--- config.mk ---
export PLATFORM = sky130hd
export DESIGN_NAME = apb_slave_regfile
export DESIGN_NICKNAME = d
export VERILOG_FILES = /design/src/rtl/apb_pkg.sv /design/src/rtl/apb_slv_regs.sv /design/src/rtl/apb_slave_regfile.sv
export SDC_FILE = /design/constraint.sdc
export NUM_CORES = 1
export LEC_CHECK = 0
export CAP_MARGIN = 5
export CORE_ASPECT_RATIO = 0.75
export CORE_MARGIN = 2
export CORE_UTILIZATION = 53
export DETAILED_ROUTE_END_ITERATION = 10
export PLACE_DENSITY = 0.83
export SYNTH_ARGS = -nofsm -noshare
export SYNTH_HDL_FRONTEND = slang
export SYNTH_SLANG_ARGS = --single-unit
--- constraint.sdc ---
create_clock -name clk -period 3.3 [get_ports clk]
set_input_delay 0.66 -clock clk [delete_from_list [all_inputs] [get_ports clk]]
set_output_delay 0.66 -clock clk [all_outputs]
set_load 0.02 [all_outputs]
--- src/rtl/apb_pkg.sv ---
// Shared APB definitions: data width, completer FSM states and address helpers.
package apb_pkg;

  localparam int APB_DATA_W = 32;

  typedef enum logic {
    IDLE,
    ACCESS
  } apb_slv_state_e;

  // Word index of a byte address (drops the two byte-lane bits).
  function automatic logic [29:0] word_index(input logic [31:0] byte_addr);
    return 30'(byte_addr >> 2);
  endfunction

endpackage

--- src/rtl/apb_slv_regs.sv ---
// Register storage for the APB completer: constant ID word at index 0,
// read/write words above it, and a one-cycle commit pulse per word.
module apb_slv_regs
  import apb_pkg::*;
#(
  parameter int          NUM_REGS = 8,
  parameter logic [31:0] ID_VALUE = 32'hA0B0_0001,
  parameter int          IDX_W    = 3
) (
  input  logic                           clk,
  input  logic                           resetn,
  input  logic                           wr_en,
  input  logic [IDX_W-1:0]               wr_idx,
  input  logic [APB_DATA_W-1:0]          wr_data,
  output logic [APB_DATA_W*NUM_REGS-1:0] reg_q,
  output logic [NUM_REGS-1:0]            wr_pulse
);

  logic [APB_DATA_W-1:0] words [1:NUM_REGS-1];

  // Writable words: cleared on reset, loaded on a committed write.
  always_ff @(posedge clk or negedge resetn) begin
    if (!resetn) begin
      for (int i = 1; i < NUM_REGS; i++) begin
        words[i] <= '0;
      end
    end else if (wr_en) begin
      for (int i = 1; i < NUM_REGS; i++) begin
        if (wr_idx == IDX_W'(i)) begin
          words[i] <= wr_data;
        end
      end
    end
  end

  // Commit pulse appears the cycle after the word is written.
  always_ff @(posedge clk or negedge resetn) begin
    if (!resetn) begin
      wr_pulse <= '0;
    end else begin
      for (int i = 0; i < NUM_REGS; i++) begin
        wr_pulse[i] <= wr_en && (wr_idx == IDX_W'(i));
      end
    end
  end

  assign reg_q[0 +: APB_DATA_W] = ID_VALUE;

  for (genvar g = 1; g < NUM_REGS; g++) begin : g_word
    assign reg_q[g*APB_DATA_W +: APB_DATA_W] = words[g];
  end

endmodule

--- src/rtl/apb_slave_regfile.sv ---
// APB3 completer with a read-only ID word, RW words, configurable access-phase
// wait states and PSLVERR on illegal accesses.
module apb_slave_regfile
  import apb_pkg::*;
#(
  parameter int          ADDR_W      = 12,
  parameter int          NUM_REGS    = 8,
  parameter int          WAIT_CYCLES = 0,
  parameter logic [31:0] ID_VALUE    = 32'hA0B0_0001
) (
  input  logic                           clk,
  input  logic                           resetn,
  input  logic                           psel,
  input  logic                           penable,
  input  logic [31:0]                    paddr,
  input  logic                           pwrite,
  input  logic [APB_DATA_W-1:0]          pwdata,
  output logic [APB_DATA_W-1:0]          prdata,
  output logic                           pready,
  output logic                           pslverr,
  output logic [APB_DATA_W*NUM_REGS-1:0] reg_q,
  output logic [NUM_REGS-1:0]            wr_pulse
);

  localparam int IDX_W = $clog2(NUM_REGS);

  apb_slv_state_e        state_q, state_d;
  logic [3:0]            cnt_q;
  logic                  err_q;
  logic                  pwrite_q;
  logic [IDX_W-1:0]      idx_q;
  logic [APB_DATA_W-1:0] pwdata_q;

  logic [29:0]           idx_full;
  logic [IDX_W-1:0]      setup_idx;
  logic                  setup_err;
  logic [APB_DATA_W-1:0] rd_word;
  logic                  setup;
  logic                  complete;
  logic                  wr_en;

  assign idx_full  = word_index(paddr);
  assign setup_idx = idx_full[IDX_W-1:0];
  assign setup_err = (paddr[1:0] != 2'b00)
                   | (paddr[31:ADDR_W] != '0)
                   | (idx_full >= 30'(NUM_REGS))
                   | (pwrite && (idx_full == 30'd0));

  // Read mux selecting the addressed word during the setup phase.
  always_comb begin
    rd_word = '0;
    for (int i = 0; i < NUM_REGS; i++) begin
      if (setup_idx == IDX_W'(i)) begin
        rd_word = reg_q[i*APB_DATA_W +: APB_DATA_W];
      end
    end
  end

  // FSM state register.
  always_ff @(posedge clk or negedge resetn) begin
    if (!resetn) begin
      state_q <= IDLE;
    end else begin
      state_q <= state_d;
    end
  end

  // Next state, handshake decode and transfer events.
  always_comb begin
    state_d  = state_q;
    setup    = 1'b0;
    complete = 1'b0;
    pready   = (state_q == ACCESS) && (cnt_q == 4'd0);
    case (state_q)
      IDLE: begin
        if (psel && !penable) begin
          setup   = 1'b1;
          state_d = ACCESS;
        end
      end
      ACCESS: begin
        if (!psel) begin
          state_d = IDLE;
        end else if (penable && pready) begin
          complete = 1'b1;
          state_d  = IDLE;
        end
      end
      default: state_d = IDLE;
    endcase
  end

  assign pslverr = pready && err_q;
  assign wr_en   = complete && pwrite_q && !err_q;

  // Setup-phase capture of the request, wait countdown and registered read data.
  always_ff @(posedge clk or negedge resetn) begin
    if (!resetn) begin
      cnt_q    <= '0;
      err_q    <= 1'b0;
      pwrite_q <= 1'b0;
      idx_q    <= '0;
      pwdata_q <= '0;
      prdata   <= '0;
    end else if (setup) begin
      cnt_q    <= 4'(WAIT_CYCLES);
      err_q    <= setup_err;
      pwrite_q <= pwrite;
      idx_q    <= setup_idx;
      pwdata_q <= pwdata;
      prdata   <= (!pwrite && !setup_err) ? rd_word : '0;
    end else if ((state_q == ACCESS) && psel && penable && (cnt_q != 4'd0)) begin
      cnt_q <= cnt_q - 4'd1;
    end
  end

  apb_slv_regs #(
    .NUM_REGS (NUM_REGS),
    .ID_VALUE (ID_VALUE),
    .IDX_W    (IDX_W)
  ) u_regs (
    .clk      (clk),
    .resetn   (resetn),
    .wr_en    (wr_en),
    .wr_idx   (idx_q),
    .wr_data  (pwdata_q),
    .reg_q    (reg_q),
    .wr_pulse (wr_pulse)
  );

endmodule
* Word level (Yosys, flattened, before mapping)
Index checks and enable logic that the tools add are counted.
** Operators by class
- $add $sub $neg :: 1
- $lt $le $gt $ge :: 1
- Eq/ne operators :: 14
- Muxes and demuxes :: 19
- Bitwise operators :: 4
- Reductions and logical operators :: 38
** Operators with widths (count)
- 32-bit two-way mux :: 9
- 30-bit by 4-bit greater-or-equal comparator with 1-bit output (second input constant) :: 1
- 30-bit zero test :: 1
- 3-bit equality test (second input constant) :: 8
- 20-bit nonzero test :: 1
- 1-bit logical AND :: 19
- 2-bit AND reduction :: 7
- 3-bit by 2-bit equality test with 1-bit output (second input constant) :: 4
- 4-bit two-way mux :: 2
- 1-bit two-way mux :: 7
- 3-bit by 1-bit equality test with 1-bit output (second input constant) :: 2
- 3-bit zero test :: 2
- 1-bit zero test :: 4
- 4-bit zero test :: 1
- 2-bit nonzero test :: 2
- 4-bit nonzero test :: 1
- 4-bit by 1-bit subtractor with 4-bit output (second input constant) :: 1
- 1-bit OR :: 3
- 1-bit one-hot mux with 2 select lines :: 1
- 1-bit inverter :: 1
** Word-level totals
- Flip-flop bits (word level) :: 306
- Output and inout port bits :: 298
- Word-level logic and storage cells :: 92

* Longest topological paths before layout
- Depth after elaboration :: 10
- Gate-level depth with buffers :: 8

* Cells and area by module
A second synthesis with hierarchy kept.
** Unflattened totals
- Cells, all modules :: 1167
- Area, all modules :: 14720.4 um2
** By module, submodules not included
- apb_slv_regs :: instances 1, cells each 530, area each 9359.0 um2
- apb_slave_regfile :: instances 1, cells each 637, area each 5361.4 um2

* Least setup slack after synthesis
No wires, ideal clock.
- Path type :: register -> register
- From :: reg cnt_q[0]
- To :: reg u_regs.words, in the netlist u_regs.reg_q[130]
- Setup time :: 125 ps
- Arrival :: 2037 ps
- Setup slack :: 1138 ps
- Cell stages (with the launch flop) :: 8
- Buffers on the path :: 1
- Period minus slack after synthesis :: 2162 ps
- Cells stage by stage :: dfrtp_1 > inv_1 > ha_1 > and4bb_2 > nand3b_1 > nor3b_2 > buf_4 > mux2_2
** Between the ends
- Cells in the longest elaborated chain, start to end :: 9
** RTL lines
- start, declared :: line apb_slave_regfile.sv:28 : logic [3:0] cnt_q;
- start signal, assigned :: line apb_slave_regfile.sv:106 : cnt_q <= 4'(WAIT_CYCLES);
- start signal, assigned :: line apb_slave_regfile.sv:113 : cnt_q <= cnt_q - 4'd1;
- 4-bit zero test :: line apb_slave_regfile.sv:73 : pready = (state_q == ACCESS) && (cnt_q == 4'd0);
- 1-bit logical AND :: line apb_slave_regfile.sv:73
- net pready :: line apb_slave_regfile.sv:19 : output logic pready,
- 1-bit logical AND :: line apb_slave_regfile.sv:84 : end else if (penable && pready) begin
- 1-bit two-way mux :: line apb_slave_regfile.sv:84
- 1-bit two-way mux :: line apb_slave_regfile.sv:82 : if (!psel) begin
- 1-bit two-way mux :: line apb_slave_regfile.sv:74 : case (state_q)
- 1-bit logical AND (2 in a row) :: line apb_slave_regfile.sv:94 : assign wr_en = complete && pwrite_q && !err_q;
- 2-bit AND reduction (no source line)
- end signal, assigned by index :: line apb_slv_regs.sv:30 : words[i] <= wr_data;
- end, declared :: line apb_slv_regs.sv:19 : logic [APB_DATA_W-1:0] words [1:NUM_REGS-1];
The timed path passes the listed nets, and every way through them passes these cells.
A chain may end at the register's enable or synchronous reset.

* Worst setup path after layout
- From :: reg cnt_q[0]
- To :: out pslverr
** Between the ends
- Cells in the longest elaborated chain, start to end :: 3
** RTL lines
- 4-bit zero test :: line apb_slave_regfile.sv:73
- 1-bit logical AND :: line apb_slave_regfile.sv:73
- 1-bit logical AND :: line apb_slave_regfile.sv:93 : assign pslverr = pready && err_q;
- end, declared :: line apb_slave_regfile.sv:20 : output logic pslverr,
Every way passes these cells.

==> impl_results.md <==
* Drt total wl at 42380 um
* Tcrit/Tclk final at 88.45%
* Crit path from: cnt_q[0]$_DFFE_PN0P_
* I/O Pins at 367
* Row Count at 51
* Number of synthesized register bits at 306
* Worst VDD drop at 406.9 uV
* CTS tree: yes
* P&R area growth vs syn at 33.24%
* Unrepaired setup endpoints after global routing: false
* Post-synth EDFFs at 0
* Initial detailed-routing violation count at 726
* Clk slew on worst S/H paths at 0.06 ns
* Asr flop ratio synth at 100.0%
* Power density over cell area at 441.8 nW/um2
* Final Wtd Congestion at 0.8393
* DR DRC count at 0
* WHS at 0.1354 ns
* Vias per cell at 5.881
* Post-Place Cells at 1771
* Flop-to-flop setup slack at 0.86 ns
* Port-buffer cells at 334
* Slew @ Worst Pin at 1.109 ns
* Critical Path End: pslverr
* Register area share after synthesis at 54.17%
* Final setup viols at 0
* Hold_buf cts at 0
* Worst Skew at 0.01132 ns
* Reg-to-Reg Start: cnt_q[0]$_DFFE_PN0P_
* DP HPWL at 27630 um
* Total Power at 8.320 mW
* Layout Nets at 1531
* Vias in the first global route at 10880
* Worst R2R End: u_regs.reg_q[175]$_DFFE_PN0P_
* Critical path class: reg -> out
* Yosys warnings at 0
* Vias at 10760
* Gr ovfl total at 0
* Dominant synthesized flop cell: dfrtp_1
* Mapped Cells at 1153
* TNS Setup at 0 ns
* Max transition margin at 25.98%
* WP data required at 2.64 ns
* Die Wd at 192.6 um
* Storage cell area at 7657 um2
* First-pass GRT wire length at 65000 um
* Initial Util at 54.16%
* Most frequent cells in the layout: 330 x clkdlybuf4s50_1, 306 x dfrtp_1, 182 x mux2_2, 168 x nand2_1, 58 x mux2_4
* Max Cap Viol at 0
* Worst skew pair latency at 0.56 ns
* Largest net degree at the start of global routing at 99
* CTS Buf Count at 31
* Fmax at 342.6 MHz
* Max clock buf depth at 3
* Final hold viol count at 0
* Commonest non-fill, non-tap cell in the layout: clkdlybuf4s50_1
* Crit path launch type: flop
* Die H at 145.4 um
* Post-CTS Setup Bufs at 0
* Die area at 28010 um2
* GRT Total Usage at 30.04%
* Clock root buffer: clkbuf_16
* Max-slew violation count at 0
* Fillers at 1773
* Minimum clock period after layout at 2.919 ns
* Worst Setup End Kind: output port
* Synth Area per Inst at 12.26 um2
* Unique masters post-synth at 50
* CP arrival at 2.26 ns
* Area of the multi-input gates at 5918 um2
* Initial antenna violation count at 0
* Post_cts resized at 0
* Core Footprint at 26100 um2
* Leakage power total at 8.736 nW
* WL/cell at 23.17 um
* H-Tree Depth at 1
* Worst reg2reg path depth at 7
* Crit path max fanout at 4
* Num Clock Sinks at 306
* Non-filler cells, final at 1829
* Status: completed
* Routed Antenna Nets at 0
* Share of layout cells above drive strength 1 at 25.05%
* Pre-antenna DRT Iters at 5
* Antenna cells at 0
* Post-Syn Area at 14130 um2
* HP Class: in -> async
## layout make-up
cell class | instances | area share [%]
clock inverter | 22 | 1.462
tap | 344 | 2.285
inverter | 13 | 0.2591
sequential | 306 | 40.66
multi-input combinational | 747 | 31.42
timing repair buffer | 361 | 19.53
clock buffer | 36 | 4.378
## synth_stat cells (7+ instances only)
library cell	count	area, um2
dfrtp_1	306	7657
mux2_2	182	2049
nand2_1	169	634.4
mux2_4	58	870.8
o22ai_1	52	325.3
clkbuf_1	48	180.2
buf_4	41	307.8
o21ai_0	36	180.2
a21oi_1	29	145.1
or3b_2	28	245.2
a21boi_0	25	187.7
a22oi_1	24	180.2
o2bb2ai_1	24	210.2
buf_2	13	65.06
inv_1	12	45.04
nand3_1	10	50.05
buf_1	9	33.78
mux2_1	9	101.4
mux2i_1	8	80.08
nor2_1	7	26.28
nor4_1	7	43.79
## routing by layer
layer / share of wire [%] / routed length (um) / track usage [%] / vias up
li1: - / - / - / 4672
met1: 41 / 17530 / 41.66 / 5454
met2: 47 / 19790 / 47.57 / 562
met3: 9.6 / 4075 / 7.258 / 69
met4: 2.3 / 992 / 7.977 / 0
met5: 0 / 0 / 0 / -
## power by group
group	internal [mW]	switching (mW)
clock network	2.26	1.51
logic	0.216	0.339
registers	3.83	0.163
## how the worst min path moves through the flow
| stage | end | slack, ns | depth (start not counted) |
|---|---|---|---|
| after CTS | u_regs.reg_q[186]$_DFFE_PN0P_ | 0.17 | 1 |
| after global routing | u_regs.reg_q[57]$_DFFE_PN0P_ | 0.19 | 1 |
| after global placement | prdata[12]$_DFFE_PN0P_ | 0.46 | 2 |
| final | u_regs.reg_q[218]$_DFFE_PN0P_ | 0.14 | 1 |
| after detailed placement | prdata[16]$_DFFE_PN0P_ | 0.47 | 2 |
| after floorplan | cnt_q[0]$_DFFE_PN0P_ | 0.36 | 0 |
## kinds of logic (layout without fill, tap and decap cells)
family	Yosys count	in the layout	share of synthesized area, %
multiplexers	261	261	22.58
adder cells (fa/ha/maj)	2	2	0.1770
XOR/XNOR	2	2	0.1239
buffers and inverters	130	432	4.975
flip-flops	306	306	54.17
other	2	32	0.05313
AO/OA/AOI/OAI	203	203	9.436
AND/OR/NAND/NOR	247	247	8.480
## worst max-delay path, cell delays in order (launching register included)
cell	delay (ns)
dfrtp_1	0.40
inv_1	0.11
ha_1	0.17
and4bb_2	0.30
and2_1	0.14
clkdlybuf4s50_1	0.59
## state kept, by name (all words and copies together) (netlist names)
name and cells:
pwdata_q 32, prdata 32, state_q 1, idx_q 3
cnt_q 4, pwrite_q 1, u_regs.wr_pulse 8, err_q 1
u_regs.reg_q 224
## through the flow
stage	util, %	instance area (um2)	setup slack [ns]
detailed placement	67.95	17730	0.3707
global route	72.16	18830	0.2839
finish	72.16	18830	0.3813
CTS	72.16	18830	0.3665
floorplan	-	14250	1.138
global placement	67.95	17730	0.4181
No activity file was read; power rests on OpenSTA's default activity.
